`src/rtl/seq_binary_to_7seg.sv`:
```
// Multi-cycle signed binary to 7-segment driver: sign display plus DIGITS
// decimal magnitude displays, converted by a double-dabble engine with a start/busy/done handshake.
module seq_binary_to_7seg #(
    parameter int W      = 11,
    parameter int DIGITS = 3
) (
    input  logic                  clock,
    input  logic                  reset,
    input  logic                  start,
    input  logic [W-1:0]          n,
    input  logic                  encoding,
    output logic                  busy,
    output logic                  done,
    output logic [6:0]            sign,
    output logic [7*DIGITS-1:0]   digits,
    output logic                  too_large
);

    localparam int BW = 4 * DIGITS;
    localparam int CW = $clog2(W + 1);

    localparam logic [6:0] SEG_MINUS = 7'h3F;
    localparam logic [6:0] SEG_OFF   = 7'h7F;

    function automatic longint unsigned pow10(input int d);
        longint unsigned r;
        r = 1;
        for (int i = 0; i < d; i++) r = r * 10;
        return r;
    endfunction

    localparam longint unsigned MAXVAL = pow10(DIGITS) - 1;

    function automatic logic [6:0] segOf(input logic [3:0] d);
        case (d)
            4'd0:    segOf = 7'h40;
            4'd1:    segOf = 7'h79;
            4'd2:    segOf = 7'h24;
            4'd3:    segOf = 7'h30;
            4'd4:    segOf = 7'h19;
            4'd5:    segOf = 7'h12;
            4'd6:    segOf = 7'h02;
            4'd7:    segOf = 7'h78;
            4'd8:    segOf = 7'h00;
            4'd9:    segOf = 7'h10;
            default: segOf = SEG_OFF;
        endcase
    endfunction

    typedef enum logic [1:0] {
        IDLE,
        CONVERT,
        DONE
    } state_t;

    state_t          state_q, state_d;
    logic [CW-1:0]   count_q;
    logic [BW-1:0]   bcd_q;
    logic [W-1:0]    mag_q;
    logic            neg_q;
    logic            ovf_q;

    logic            neg_in;
    logic [W-1:0]    mag_in;
    logic [BW-1:0]   bcd_adj;
    logic [BW-1:0]   bcd_step;
    logic [W-1:0]    mag_step;
    logic [6:0]      sign_next;
    logic [7*DIGITS-1:0] digits_next;
    logic            accept;
    logic            blank;

    assign busy   = (state_q == CONVERT);
    assign accept = ((state_q == IDLE) || (state_q == DONE)) && start;

    always_comb begin
        state_d = state_q;
        case (state_q)
            IDLE:    if (start) state_d = CONVERT;
            CONVERT: if (count_q == CW'(1)) state_d = DONE;
            DONE:    state_d = start ? CONVERT : IDLE;
            default: state_d = IDLE;
        endcase
    end

    // Two's-complement -2^(W-1) negates to 2^(W-1), which still fits in W unsigned bits.
    always_comb begin
        neg_in = n[W-1];
        if (encoding && neg_in)
            mag_in = ~n + 1'b1;
        else if (encoding)
            mag_in = n;
        else
            mag_in = {1'b0, n[W-2:0]};
    end

    always_comb begin
        bcd_adj = bcd_q;
        for (int i = 0; i < DIGITS; i++) begin
            if (bcd_q[4*i +: 4] >= 4'd5)
                bcd_adj[4*i +: 4] = bcd_q[4*i +: 4] + 4'd3;
        end
        {bcd_step, mag_step} = {bcd_adj, mag_q} << 1;
    end

    // Display values come from the BCD after the final step, so they are ready on the edge entering DONE.
    always_comb begin
        digits_next = '0;
        blank       = 1'b1;
        for (int i = DIGITS - 1; i >= 0; i--) begin
            if ((bcd_step[4*i +: 4] != 4'd0) || (i == 0))
                blank = 1'b0;
            if (ovf_q)
                digits_next[7*i +: 7] = SEG_MINUS;
            else if (blank)
                digits_next[7*i +: 7] = SEG_OFF;
            else
                digits_next[7*i +: 7] = segOf(bcd_step[4*i +: 4]);
        end
        if (ovf_q || (neg_q && (bcd_step != '0)))
            sign_next = SEG_MINUS;
        else
            sign_next = SEG_OFF;
    end

    always_ff @(posedge clock) begin
        if (reset) begin
            state_q   <= IDLE;
            count_q   <= '0;
            bcd_q     <= '0;
            mag_q     <= '0;
            neg_q     <= 1'b0;
            ovf_q     <= 1'b0;
            done      <= 1'b0;
            too_large <= 1'b0;
            sign      <= SEG_OFF;
            digits    <= {DIGITS{SEG_OFF}};
        end else begin
            state_q <= state_d;
            done    <= 1'b0;
            if (accept) begin
                mag_q   <= mag_in;
                neg_q   <= neg_in;
                ovf_q   <= (64'(mag_in) > MAXVAL);
                count_q <= CW'(W);
                bcd_q   <= '0;
            end else if (state_q == CONVERT) begin
                bcd_q   <= bcd_step;
                mag_q   <= mag_step;
                count_q <= count_q - 1'b1;
                if (count_q == CW'(1)) begin
                    done      <= 1'b1;
                    too_large <= ovf_q;
                    sign      <= sign_next;
                    digits    <= digits_next;
                end
            end
        end
    end

endmodule

```
`config.mk`:
```
export PLATFORM = sky130hd
export DESIGN_NAME = seq_binary_to_7seg
export DESIGN_NICKNAME = d
export VERILOG_FILES = /design/src/rtl/seq_binary_to_7seg.sv
export SDC_FILE = /design/constraint.sdc
export NUM_CORES = 1
export LEC_CHECK = 0
export BUFFER_PORTS_ARGS = -buffer_cell sky130_fd_sc_hd__buf_2
export CELL_PAD_IN_SITES_DETAIL_PLACEMENT = 1
export CELL_PAD_IN_SITES_GLOBAL_PLACEMENT = 1
export CORE_ASPECT_RATIO = 1.75
export CORE_MARGIN = 3
export CORE_UTILIZATION = 40
export DETAILED_ROUTE_END_ITERATION = 10
export GPL_TIMING_DRIVEN = 0
export PLACE_DENSITY = 0.78
export SETUP_SLACK_MARGIN = 0.1
export SYNTH_ARGS = -nofsm -noshare
export SYNTH_HDL_FRONTEND = slang
export SYNTH_SLANG_ARGS = --single-unit
```
`constraint.sdc`:
```
create_clock -name clock -period 3.06 [get_ports clock]
set_input_delay 0.153 -clock clock [delete_from_list [all_inputs] [get_ports clock]]
set_output_delay 0.153 -clock clock [all_outputs]
set_load 0.005 [all_outputs]
```
Word-level counts from Yosys, hierarchy flattened
Memory sizes are Yosys's and may differ from the RTL's.
Index checks and enable logic that the tools add are counted.
- bits in registers: 61
- ROM bits: 336
- bits of input ports: 15
- output and inout bits: 31
- logic and storage cells: 67
- memories kept: 3
- add/subtract/negate cells: 5
- $lt $le $gt $ge: 4
- equality and inequality tests: 5
- mux-type cells: 22
- bitwise gates (word level): 3
- reductions and logical operators: 14
- memories (name ; words ; bits a word ; read ports ; clocked after Yosys merged registers in ; write ports ; RTL line ; RTL):
    (name not given) ; 16 ; 7 ; 1 ; 0 ; 0 ; 35 ; case (d)
    (name not given) ; 16 ; 7 ; 1 ; 0 ; 0 ; 35 ;
    (name not given) ; 16 ; 7 ; 1 ; 0 ; 0 ; 35 ;
- operators by type and width (cell ; count):
    2-to-1 mux 11 bit ; 4
    2-to-1 mux 7 bit ; 6
    2-to-1 mux 4 bit ; 4
    greater-or-equal comparator 4 x 3 -> 1 bit (second input constant) ; 3
    nonzero test 12 bit ; 1
    adder 11 x 1 -> 11 bit (second input constant) ; 1
    > comparator 11 x 10 -> 1 bit (second input constant) ; 1
    inverter 11 bit ; 1
    adder 4 x 2 -> 4 bit (second input constant) ; 2
    nonzero test 4 bit ; 2
    case mux 2 bit (3 select lines) ; 1
    == test 4 x 1 -> 1 bit (second input constant) ; 1
    2-to-1 mux 1 bit ; 4
    2-to-1 mux 2 bit ; 2
    subtractor 4 x 1 -> 4 bit (second input constant) ; 1
    adder 3 x 2 -> 3 bit (second input constant) ; 1
    logical AND 1 bit ; 3
    2-to-1 mux 3 bit ; 1
    AND reduction 3 bit ; 1
    OR reduction 3 bit ; 1
    == test 2 x 1 -> 1 bit (second input constant) ; 1
    == test 2 bit (second input constant) ; 1
    zero test 2 bit ; 1
    logical OR 1 bit ; 2
    6 further kinds ; 7

Longest topological paths before layout
Gate-level depths: netlist of run 1.
- word-level depth: 7
- depth in mapped cells: 11
- gate-level depth less buffers: 11

Worst setup path before layout of run 1
No wires, ideal clock.
- kind: reg2reg
- start: register bcd_q[9]
- end: register digits[18]
- library setup time: 135 ps
- data arrival time: 2118 ps
- data required time: 2925 ps
- slack: 807 ps
- cell stages (with the launch flop): 10
- path buffers: 0
- period minus slack after synthesis: 2253 ps
- cells stage by stage: dfxtp_1 inv_1 ha_1 nor3b_1 nor2_1 or2_2 ha_1 o211a_1 a2111oi_0 o221ai_1
- word-level cells in the longest chain between the ends: 5
- elaborated cells between the ends (all ways): 7
- classes of those cells: add/sub: 1; order compare: 1; mux: 3; reduce/logical: 1; memory: 1
- RTL lines (element ; RTL line ; RTL):
    from (decl) ; 58 ; logic [BW-1:0] bcd_q;
    from (signal assigned) ; 148 ; bcd_q <= bcd_step;
    greater-or-equal comparator 4 x 3 -> 1 bit / adder 3 x 2 -> 3 bit (equally long branches) ; 100, 101 ;
    2-to-1 mux 3 bit * ; 100 ; if (bcd_q[4*i +: 4] >= 4'd5)
    memory (16 x 7 bit) / nonzero test 4 bit (equally long branches) ; - ;
    2-to-1 mux 7 bit * ; 115 ; else if (blank)
    2-to-1 mux 7 bit * ; 113 ; if (ovf_q)
    to (signal assigned) ; 137 ; digits <= {DIGITS{SEG_OFF}};
    to (signal assigned) ; 155 ; digits <= digits_next;
    to (decl) ; 15 ; output logic [7*DIGITS-1:0] digits,
Mark *: on every way between the ends. The rest lies on a longest branch, timed or not.
A chain may end at the register's enable or synchronous reset.

Worst setup path after layout of run 1
- start: register bcd_q[9]
- end: register digits[9]
- word-level cells in the longest chain between the ends: 7
- elaborated cells between the ends (all ways): 8
- classes of those cells: add/sub: 1; order compare: 1; mux: 5; reduce/logical: 1
- RTL lines (element ; RTL line ; RTL):
    greater-or-equal comparator 4 x 3 -> 1 bit / adder 3 x 2 -> 3 bit (equally long branches) ; 100, 101 ;
    2-to-1 mux 3 bit * ; 100 ;
    nonzero test 4 bit * ; 111 ; if ((bcd_step[4*i +: 4] != 4'd0) || (i == 0))
    2-to-1 mux 1 bit * (2 in series) ; 111 ;
    2-to-1 mux 7 bit * ; 115 ;
    2-to-1 mux 7 bit * ; 113 ;
Marked as above.

==> impl_metrics.yaml, run 1 <==
run_status:
  outcome: "finished clean"
cts:
  clock_latency_ps: 290
  cts-root-buf: "clkbuf_16"
  clk_pin_slew_ps: 70
  post_cts_buffers: 0
  cts_tree: "done"
  cts.path.max_buffers: 2
  clock-sinks: 55
  htreeDepth: 2
  numCtsBuffers: 5
sta:
  rsz0062_at_grt: "no"
  slew_viol_final: 0
  final.period_utilization: 0.9154
  slew_headroom: 0.3865
  setup_viol: 0
  max_freq_mhz: 357.0
  skew_ps: 2.565
  hold_viol_final: 0
  min_period_ps: 2801
  finalSetupTns_ps: 0
  worst_slew_pin_slew_ps: 894.7
logic_synthesis:
  postSynthCellCount: 431
  synth_top_area_share: 0.3259
  synth_area_leaders: "dfxtp_1, ha_1, a21oi_1"
  ys_ff_latch: 55
  syn_avg_cell_area_um2: 7.838
  ys.flop_type: "dfxtp_1"
  yosysSeqAreaShare: 0.3259
  synth_adder_area_share: 0.08889
  synth_top_area_cell: "dfxtp_1"
  synth_edf_count: 0
  yosysWarningCount: 0
  synth_mux_area_frac: 0.01556
  synth_top_family_by_area: "compound AO/OA/AOI/OAI gates"
  yosysUniqueCellTypes: 61
  synth_compound_area_frac: 0.2689
  synthArstFlopShare: 0
  synthSimpleGateAreaFrac: 0.1970
  yosys.area_share.xor_xnor: 0.03630
  synth_area_mm2: 0.003378
detailed_routing:
  ant_nets: 0
  drc: 0
  dr.pass1.iters: 4
  wl_per_cell_um: 16.76
  drtIter0Drc: 115
  routed_wl_um: 9555
  vias_per_cell: 5.707
  dr_total_vias: 3253
critical_path:
  critPathArrivalTime_ps: 3020
  crit_fanout: 5
  start_kind: "flip-flop"
  cp_slowest_cell: "a211oi_1"
  worstSetupPathType: "reg -> reg"
  slowest_delay_ps: 440
  end_kind: "flip-flop"
  worstPathCellList: "inv_1 > ha_1 > nand2b_1 > a211oi_1 > or2_2 > ha_1 > nand2_1 > a211oi_1 > o32ai_4 > a21oi_1"
  required_ps: 3280
floorplanning:
  fp.dieW_um: 75.47
  initial_core_util: 0.4186
  die_h_um: 127.6
  core_mm2: 0.008070
  dieArea_mm2: 0.009628
  ioPinCount: 46
  rows: 43
layout:
  final_cell_mix: "dfxtp_1, nand2_1, nor2_1"
  num-fill-cells: 1016
  syn_to_final_growth_pct: 14.19
  diodes: 0
  fin_util: 0.4780
  drive_gt1_frac: 0.1354
  final_common_cell: "dfxtp_1"
  nNetsFinal: 519
power_and_ir_drop:
  ir_drop_mv: 0.2387
  p_leak_nw: 1.494
  p_per_area_mw_per_mm2: 464.8
global_route:
  grt_pass1_wl_um: 16080
  grt_max_degree: 16
  grt_use_total: 0.2109
  grt_pass1_vias: 3367
  antenna_found_initial: 0
  grt_overflow: 0
placed_design:
  portBuffers: 37
  place_congestion: 0.8129
  dp_hpwl_um: 7485
flow_run:
  max-cap-violations: 0
worst_hold_path:
  hp-class: "in -> reg"
-- critical path, delay by kind of cell, from the launching register on --
kind            cells  cell delay, ps
simple gates        3             550
fa+ha+maj           2             430
buf+inv             1              90
flops               1             410
compound gates      4            1260
-- path summary, 6_finish.rpt --
kind                  start         to  slack (ps)  cells after the start
setup / recovery   bcd_q[9]  digits[9]         260                     10
hold / removal         n[0]   mag_q[0]         140                      3
setup reg to reg   bcd_q[9]  digits[9]         260                     10
hold reg to reg   too_large  too_large         480                      2
-- where the power goes --
group	internal [mW]	switching (mW)	total [mW]	leakage, nW
registers	0.753	0.0253	0.778	0.448
logic	0.139	0.230	0.369	0.968
clock network	0.383	0.263	0.646	0.0769
total	1.27	0.518	1.79	1.49
-- metrics by stage --
stage / total power [mW] / area, um^2 / setup WS (ps) / instances / hold slack (ps)
CTS: 1.802 / 3854 / 223.3 / 570 / 146.5
floorplan: 1.048 / 3397 / 806.8 / 436 / 289.0
global placement: 1.149 / 3695 / 326.4 / 563 / 441.2
detailed placement: 1.162 / 3695 / 261.8 / 563 / 444.6
global route: 1.884 / 3857 / 112.8 / 570 / 180.8
finish: 1.793 / 3857 / 258.9 / 570 / 143.7
-- synth_stat cells, drive strengths merged, types with 4 or more instances --
library cell,n
dfxtp,55
nand2,53
nor2,47
a21oi,44
o21ai,27
ha,24
inv,22
clkbuf,16
a211oi,14
buf,10
a22oi,9
nand2b,9
xnor2,7
xor2,7
nor3,5
o22ai,5
a31oi,4
and3,4
nor4,4
o211ai,4
or2,4
-- state kept, by name, summed over array words and instances (netlist names) --
register	cells
count_q	4
sign	1
digits	21
mag_q	11
state_q	2
done	1
neg_q	1
ovf_q	1
too_large	1
bcd_q	12
-- logic make-up (layout without fill, tap and decap cells) --
| family | count (synthesis) | after routing |
|---|---|---|
| buffers and inverters | 49 | 93 |
| DFF | 55 | 55 |
| other | 1 | 6 |
| adders and majority gates | 24 | 24 |
| muxes | 5 | 5 |
| and+or+nand+nor | 144 | 144 |
| AOI/OAI and AO/OA | 139 | 139 |
| xor gates and xnor gates | 14 | 14 |
-- cell type report --
type                       count  area (um^2)  share of cell area
clock inverter                 1        30.03            0.007785
timing repair buffer          37        185.2             0.04801
buffer                        26        137.6             0.03568
sequential                    55         1101              0.2854
clock buffer                   6        128.9             0.03341
multi-input combinational    332         2076              0.5381
inverter                      23        86.33             0.02238
tap                           90        112.6             0.02919
-- timing repair --
item	in CTS	in global routing
setup endpoints to repair	0	5
resized for setup	0	1
hold buffers	0	0
hold endpoints to repair	0	0
-- layer usage --
metal	vias to the layer above	track usage	routed length, um
met5	-	0	0
met4	0	0.07209	234
met3	14	0.03150	321
met2	54	0.3907	5288
met1	1569	0.2331	3710
li1	1616	-	-
Note: power is estimated with default switching activity, not from simulation.
==> run 2, diff against run 1 <==
--- a/config.mk
+++ b/config.mk
@@ -6,14 +6,12 @@
 export NUM_CORES = 1
 export LEC_CHECK = 0
 export BUFFER_PORTS_ARGS = -buffer_cell sky130_fd_sc_hd__buf_2
-export CELL_PAD_IN_SITES_DETAIL_PLACEMENT = 1
-export CELL_PAD_IN_SITES_GLOBAL_PLACEMENT = 1
 export CORE_ASPECT_RATIO = 1.75
 export CORE_MARGIN = 3
 export CORE_UTILIZATION = 40
 export DETAILED_ROUTE_END_ITERATION = 10
 export GPL_TIMING_DRIVEN = 0
-export PLACE_DENSITY = 0.78
+export PLACE_DENSITY = 0.61
 export SETUP_SLACK_MARGIN = 0.1
 export SYNTH_ARGS = -nofsm -noshare
 export SYNTH_HDL_FRONTEND = slang
==> run 2 against run 1 <==
Register-to-register slack improved by 130 ps. Critical path depth is 1 higher. Count of clock-buffer cells in the layout grew 1. Maximum frequency rose by 4.9%. Via count shrank 3.2%. Non-clock buffer count stayed put. Final cell count rose by 0.18%. Die area did not move. Wire length fell by 10%.
==> impl_metrics.yaml, run 2 (same netlist as run 1, synthesis figures left out) <==
placed_design:
  dp_hpwl_um: 6649
  dpl.cell_count: 563
  portBuffers: 37
  place_congestion: 0.8620
  place_area_mm2: 0.003695
layout:
  diodes: 0
  regArea_mm2: 0.001101
  fin_util: 0.4753
  syn_to_final_growth_pct: 13.56
  finalInstanceArea_mm2: 0.003836
  fin_cells: 571
  drive_gt1_frac: 0.1351
  final_cell_mix: "dfxtp_1, nand2_1, nor2_1"
  nNetsFinal: 519
  top_register: "digits"
  num-fill-cells: 834
  multi_input_area_mm2: 0.002076
  reg_top3: "digits: 21 flops, bcd_q: 12 flops, mag_q: 11 flops"
  largest_reg_flops: 21
  final_common_cell: "dfxtp_1"
power_and_ir_drop:
  power.net_switching_mw: 0.5054
  p_leak_nw: 1.485
  combPwrFrac: 0.212
  p_seq_frac: 0.457
  p_clk_frac: 0.331
  ir_drop_mv: 0.2376
  swShare: 0.2972
  p_per_area_mw_per_mm2: 443.3
  internal_power_mw: 1.195
detailed_routing:
  dr_total_vias: 3148
  wl_per_cell_um: 15.00
  drc: 0
  vias_per_cell: 5.513
  routed_wl_um: 8565
  ant_nets: 0
  drtIter0Drc: 104
  dr.pass1.iters: 4
global_route:
  antenna_found_initial: 0
  grt_max_degree: 16
  top_usage_layer: "met2"
  use_met2: 0.3551
  met3_usage: 0.02992
  grt_pass1_wl_um: 14330
  grt_pass1_vias: 3044
  grt_overflow: 0
  grt_use_total: 0.1887
  grt_use_met1: 0.2037
critical_path:
  crit_end: "digits[8]"
  r2r_slack_ps: 390
  regToRegEndpoint: "digits[8]"
  worstSetupPathType: "reg -> reg"
  start_kind: "flip-flop"
  required_ps: 3240
  crit_fanout: 6
  end_kind: "flip-flop"
  critPathArrivalTime_ps: 2850
  startpoint: "bcd_q[4]"
  rr_worst_depth: 11
  rr_startpoint: "bcd_q[4]"
cts:
  cts_hold_buf: 0
  clk_pin_slew_ps: 70
  htreeDepth: 2
  cts_tree: "done"
  cts_resized: 0
  post_cts_buffers: 0
  clock-sinks: 55
  clock_latency_ps: 300
  numCtsBuffers: 5
  cts.path.max_buffers: 2
  cts-root-buf: "clkbuf_16"
sta:
  worst_slew_pin_slew_ps: 888.5
  slew_headroom: 0.3907
  skew_ps: 10.37
  finalSetupTns_ps: 0
  min_period_ps: 2670
  rsz0062_at_grt: "no"
  final.period_utilization: 0.8726
  hold_viol_final: 0
  max_freq_mhz: 374.5
  slew_viol_final: 0
  setup_viol: 0
floorplanning:
  core_mm2: 0.008070
  fp.dieW_um: 75.47
  dieArea_mm2: 0.009628
  initial_core_util: 0.4186
  die_h_um: 127.6
  rows: 43
  ioPinCount: 46
run_status:
  outcome: "finished clean"
worst_hold_path:
  hp-class: "in -> reg"
flow_run:
  max-cap-violations: 0
-- run 2: cell types whose count changed in the layout (fill, tap and decap cells not counted), sizes merged --
cell	before	now
clkinv	1	2
clkbuf	22	23
bufinv	1	0
-- run 2: layout make-up --
class                   count  share of cell area
plain buffers              26             0.03588
clock buffers               7             0.03457
clock inverters             1            0.001305
inverters                  23             0.02250
multi-input cells         332              0.5411
flip-flops and latches     55              0.2870
well taps                  90             0.02935
repair buffers             37             0.04827
-- run 2: power by group through the flow --
| stage | Sequential (mW) | Clock, mW | Combinational (mW) |
|---|---|---|---|
| after floorplan | 0.789 | 0 | 0.259 |
| after global placement | 0.792 | 0 | 0.356 |
| after detailed placement | 0.793 | 0 | 0.360 |
| after CTS | 0.777 | 0.572 | 0.362 |
| after global routing | 0.782 | 0.596 | 0.409 |
| final | 0.777 | 0.563 | 0.361 |
-- run 2: through the flow --
stage                     setup slack (ps)  hold slack (ps)  total power, mW
after floorplan                      806.8            289.0            1.048
after global placement               312.3            441.8            1.148
after detailed placement             292.2            444.3            1.153
after CTS                            263.3            141.7            1.710
after global routing                 137.5            167.1            1.788
final                                390.0            146.1            1.700
-- run 2: worst min path at each step --
stage | startpoint | endpoint | depth (start not counted)
floorplan | n[10] | neg_q | 2
global placement | too_large | too_large | 2
detailed placement | neg_q | neg_q | 2
CTS | n[10] | neg_q | 3
global route | n[10] | neg_q | 3
finish | n[10] | neg_q | 3
-- run 2: critical path: stages (launching register included) --
cell and delay [ps]:
dfxtp_1 420, inv_1 70, ha_1 260, nand2b_1 120
a21oi_1 80, xnor2_1 620, inv_1 200, ha_1 260
nand2_1 110, a211oi_1 90, o32ai_4 230, a21oi_1 110
-- run 2: per-layer routing --
metal / part of all wire / routed length [um]
met5: 0 / 0
met4: 0.020 / 174
met3: 0.038 / 322
met2: 0.55 / 4685
met1: 0.39 / 3383
==> run 3, diff against run 2 <==
--- a/config.mk
+++ b/config.mk
@@ -5,6 +5,7 @@
 export SDC_FILE = /design/constraint.sdc
 export NUM_CORES = 1
 export LEC_CHECK = 0
+export ABC_AREA = 1
 export BUFFER_PORTS_ARGS = -buffer_cell sky130_fd_sc_hd__buf_2
 export CORE_ASPECT_RATIO = 1.75
 export CORE_MARGIN = 3
@@ -12,6 +13,7 @@
 export DETAILED_ROUTE_END_ITERATION = 10
 export GPL_TIMING_DRIVEN = 0
 export PLACE_DENSITY = 0.61
+export RECOVER_POWER = 25
 export SETUP_SLACK_MARGIN = 0.1
 export SYNTH_ARGS = -nofsm -noshare
 export SYNTH_HDL_FRONTEND = slang
==> run 3 against run 2 <==
Core utilization hardly changed. Final cell count is 18% higher. First-iteration DRC count is 37% lower. Design area is 2.9% higher. Clock power is 16% higher. Worst hold slack worse by 17 ps. Sequential share of layout area is 0.82 points lower. Critical path type unchanged. Largest power group unchanged. Highest routed layer unchanged.
==> impl_metrics.yaml, run 3 <==
layout:
  final_common_cell: "nand2_1"
  diodes: 0
  top_register: "digits"
  nNetsFinal: 596
  drive_gt1_frac: 0.1756
  reg_top3: "digits: 21 flops, bcd_q: 12 flops, mag_q: 11 flops"
  multi_input_area_mm2: 0.001951
  syn_to_final_growth_pct: 15.18
  regArea_mm2: 0.001101
  final_cell_mix: "nand2_1, inv_1, dfxtp_1"
  largest_reg_flops: 21
  num-fill-cells: 880
cts:
  clk_pin_slew_ps: 70
  cts_resized: 0
  cts-root-buf: "clkbuf_16"
  htreeDepth: 2
  cts.path.max_buffers: 2
  clock_latency_ps: 290
  clock-sinks: 55
  post_cts_buffers: 0
  numCtsBuffers: 5
  cts_tree: "done"
  cts_hold_buf: 0
worst_hold_path:
  hp-class: "in -> reg"
detailed_routing:
  vias_per_cell: 4.724
  drtIter0Drc: 66
  dr_total_vias: 3179
  routed_wl_um: 7603
  dr.pass1.iters: 4
  drc: 0
  wl_per_cell_um: 11.30
  ant_nets: 0
power_and_ir_drop:
  p_per_area_mw_per_mm2: 481.6
  p_seq_frac: 0.411
  swShare: 0.2998
  ir_drop_mv: 0.2297
  combPwrFrac: 0.244
  power.net_switching_mw: 0.5702
  internal_power_mw: 1.332
  p_leak_nw: 1.931
  p_clk_frac: 0.344
placed_design:
  dp_hpwl_um: 6309
  portBuffers: 38
  dp_worst_setup_slack_ps: 941.9
  place_congestion: 0.7821
sta:
  final.period_utilization: 0.6915
  min_period_ps: 2116
  skew_ps: 5.079
  max_freq_mhz: 472.6
  finalSetupTns_ps: 0
  slew_viol_final: 0
  setup_viol: 0
  fin_ws_ps: 944.0
  hold_viol_final: 0
  rsz0062_at_grt: "no"
global_route:
  grt_overflow: 0
  antenna_found_initial: 0
  grt_use_total: 0.1626
  grt_pass1_wl_um: 13230
  grt_pass1_vias: 3028
  grt_max_degree: 17
logic_synthesis:
  ys_top_cells_by_count: "nand2_1, inv_1, dfxtp_1"
  yosys.area_share.xor_xnor: 0.007299
  postSynthCellCount: 507
  synth_compound_area_frac: 0.1569
  synth_adder_area_share: 0.08759
  yosysWarningCount: 0
  synth_area_leaders: "dfxtp_1, nand2_1, ha_1"
  yosysSeqAreaShare: 0.3212
  syn_avg_cell_area_um2: 6.762
  synth_area_mm2: 0.003428
  synth_edf_count: 0
  yosysMostFrequentCell: "nand2_1"
  synth_top_area_cell: "dfxtp_1"
  ys.flop_type: "dfxtp_1"
  yosysUniqueCellTypes: 33
  synth_mux_area_frac: 0
  synth_top_family_by_area: "simple AND/OR/NAND/NOR gates"
  ys_ff_latch: 55
  synth_top_area_share: 0.3212
  synthArstFlopShare: 0
  synthSimpleGateAreaFrac: 0.3106
critical_path:
  start_kind: "flip-flop"
  critPathArrivalTime_ps: 2300
  end_kind: "flip-flop"
  crit_fanout: 5
  worstSetupPathType: "reg -> reg"
  required_ps: 3250
floorplanning:
  ioPinCount: 46
  rows: 44
  core_mm2: 0.008313
  fp.dieW_um: 75.98
  initial_core_util: 0.4124
  die_h_um: 128.5
  dieArea_mm2: 0.009761
flow_run:
  max-cap-violations: 0
run_status:
  outcome: "finished clean"
[run 3: cell count changes in the layout (fill, tap and decap cells not counted), sizes merged, moves of 13 or more]
cell / previous run / this run
nand3: 3 / 30
nor2: 47 / 34
o21ai: 27 / 43
inv: 22 / 72
a211oi: 14 / 0
nand2: 53 / 146
[run 3: stage by stage]
stage               hold slack [ps]  instances  total power [mW]  instance area (um^2)  utilization
global route                  129.8        673             2.024                  3949       0.4750
detailed placement            434.8        665             1.267                  3781       0.4548
CTS                           120.4        673             1.928                  3955       0.4758
finish                        128.6        673             1.902                  3949       0.4750
global placement              426.4        665             1.261                  3781       0.4548
floorplan                     301.2        512             1.153                  3447            -
[run 3: power by group through the flow]
stage | Combinational, mW | Clock (mW) | Sequential (mW)
3_5_place_dp | 0.468 | 0 | 0.799
5_1_grt | 0.537 | 0.700 | 0.788
6_report | 0.464 | 0.655 | 0.782
3_3_place_gp | 0.463 | 0 | 0.798
2_1_floorplan | 0.357 | 0 | 0.796
4_1_cts | 0.471 | 0.675 | 0.783
[run 3: final cells by class]
| cell class | count | area share |
|---|---|---|
| Buffer | 22 | 0.03169 |
| Clock buffer | 6 | 0.03517 |
| Clock inverter | 2 | 0.008872 |
| Inverter | 72 | 0.06844 |
| Multi-Input combinational cell | 363 | 0.4940 |
| Sequential cell | 55 | 0.2788 |
| Tap cell | 115 | 0.03644 |
| Timing Repair Buffer | 38 | 0.04658 |
[run 3: worst max-delay path, stage by stage (launching register included)]
cell     delay [ps]
dfxtp_1         410
inv_1            90
ha_1            210
inv_1            60
nand2_2          60
nand3_2         110
xor2_2          300
inv_2           100
ha_1            220
nand2_1          60
nand2_1          50
nand2_1          50
nand3_1         130
nand2_1         100
nand2_1          40
[run 3: routing by layer]
metal | up-vias | part of all wire | global-route usage
li1 | 1715 | - | -
met1 | 1403 | 0.39 | 0.1587
met2 | 51 | 0.56 | 0.3384
met3 | 10 | 0.033 | 0.02591
met4 | 0 | 0.022 | 0.05656
met5 | - | 0 | 0
[run 3: worst paths after layout]
path              cells after the start  startpoint         end  slack (ps)
setup / recovery                     14    bcd_q[0]   digits[0]         940
hold / removal                        3        n[0]    mag_q[0]         130
setup reg to reg                     14    bcd_q[0]   digits[0]         940
hold reg to reg                       2  digits[10]  digits[10]         460
[run 3: cells by family (layout without fill, tap and decap cells)]
| group | count (synthesis) | in the layout |
|---|---|---|
| compound gates | 101 | 101 |
| fa+ha+maj | 24 | 24 |
| xor+xnor | 2 | 2 |
| simple gates | 230 | 230 |
| flops | 55 | 55 |
| buf+inv | 94 | 140 |
| other cells | 1 | 6 |
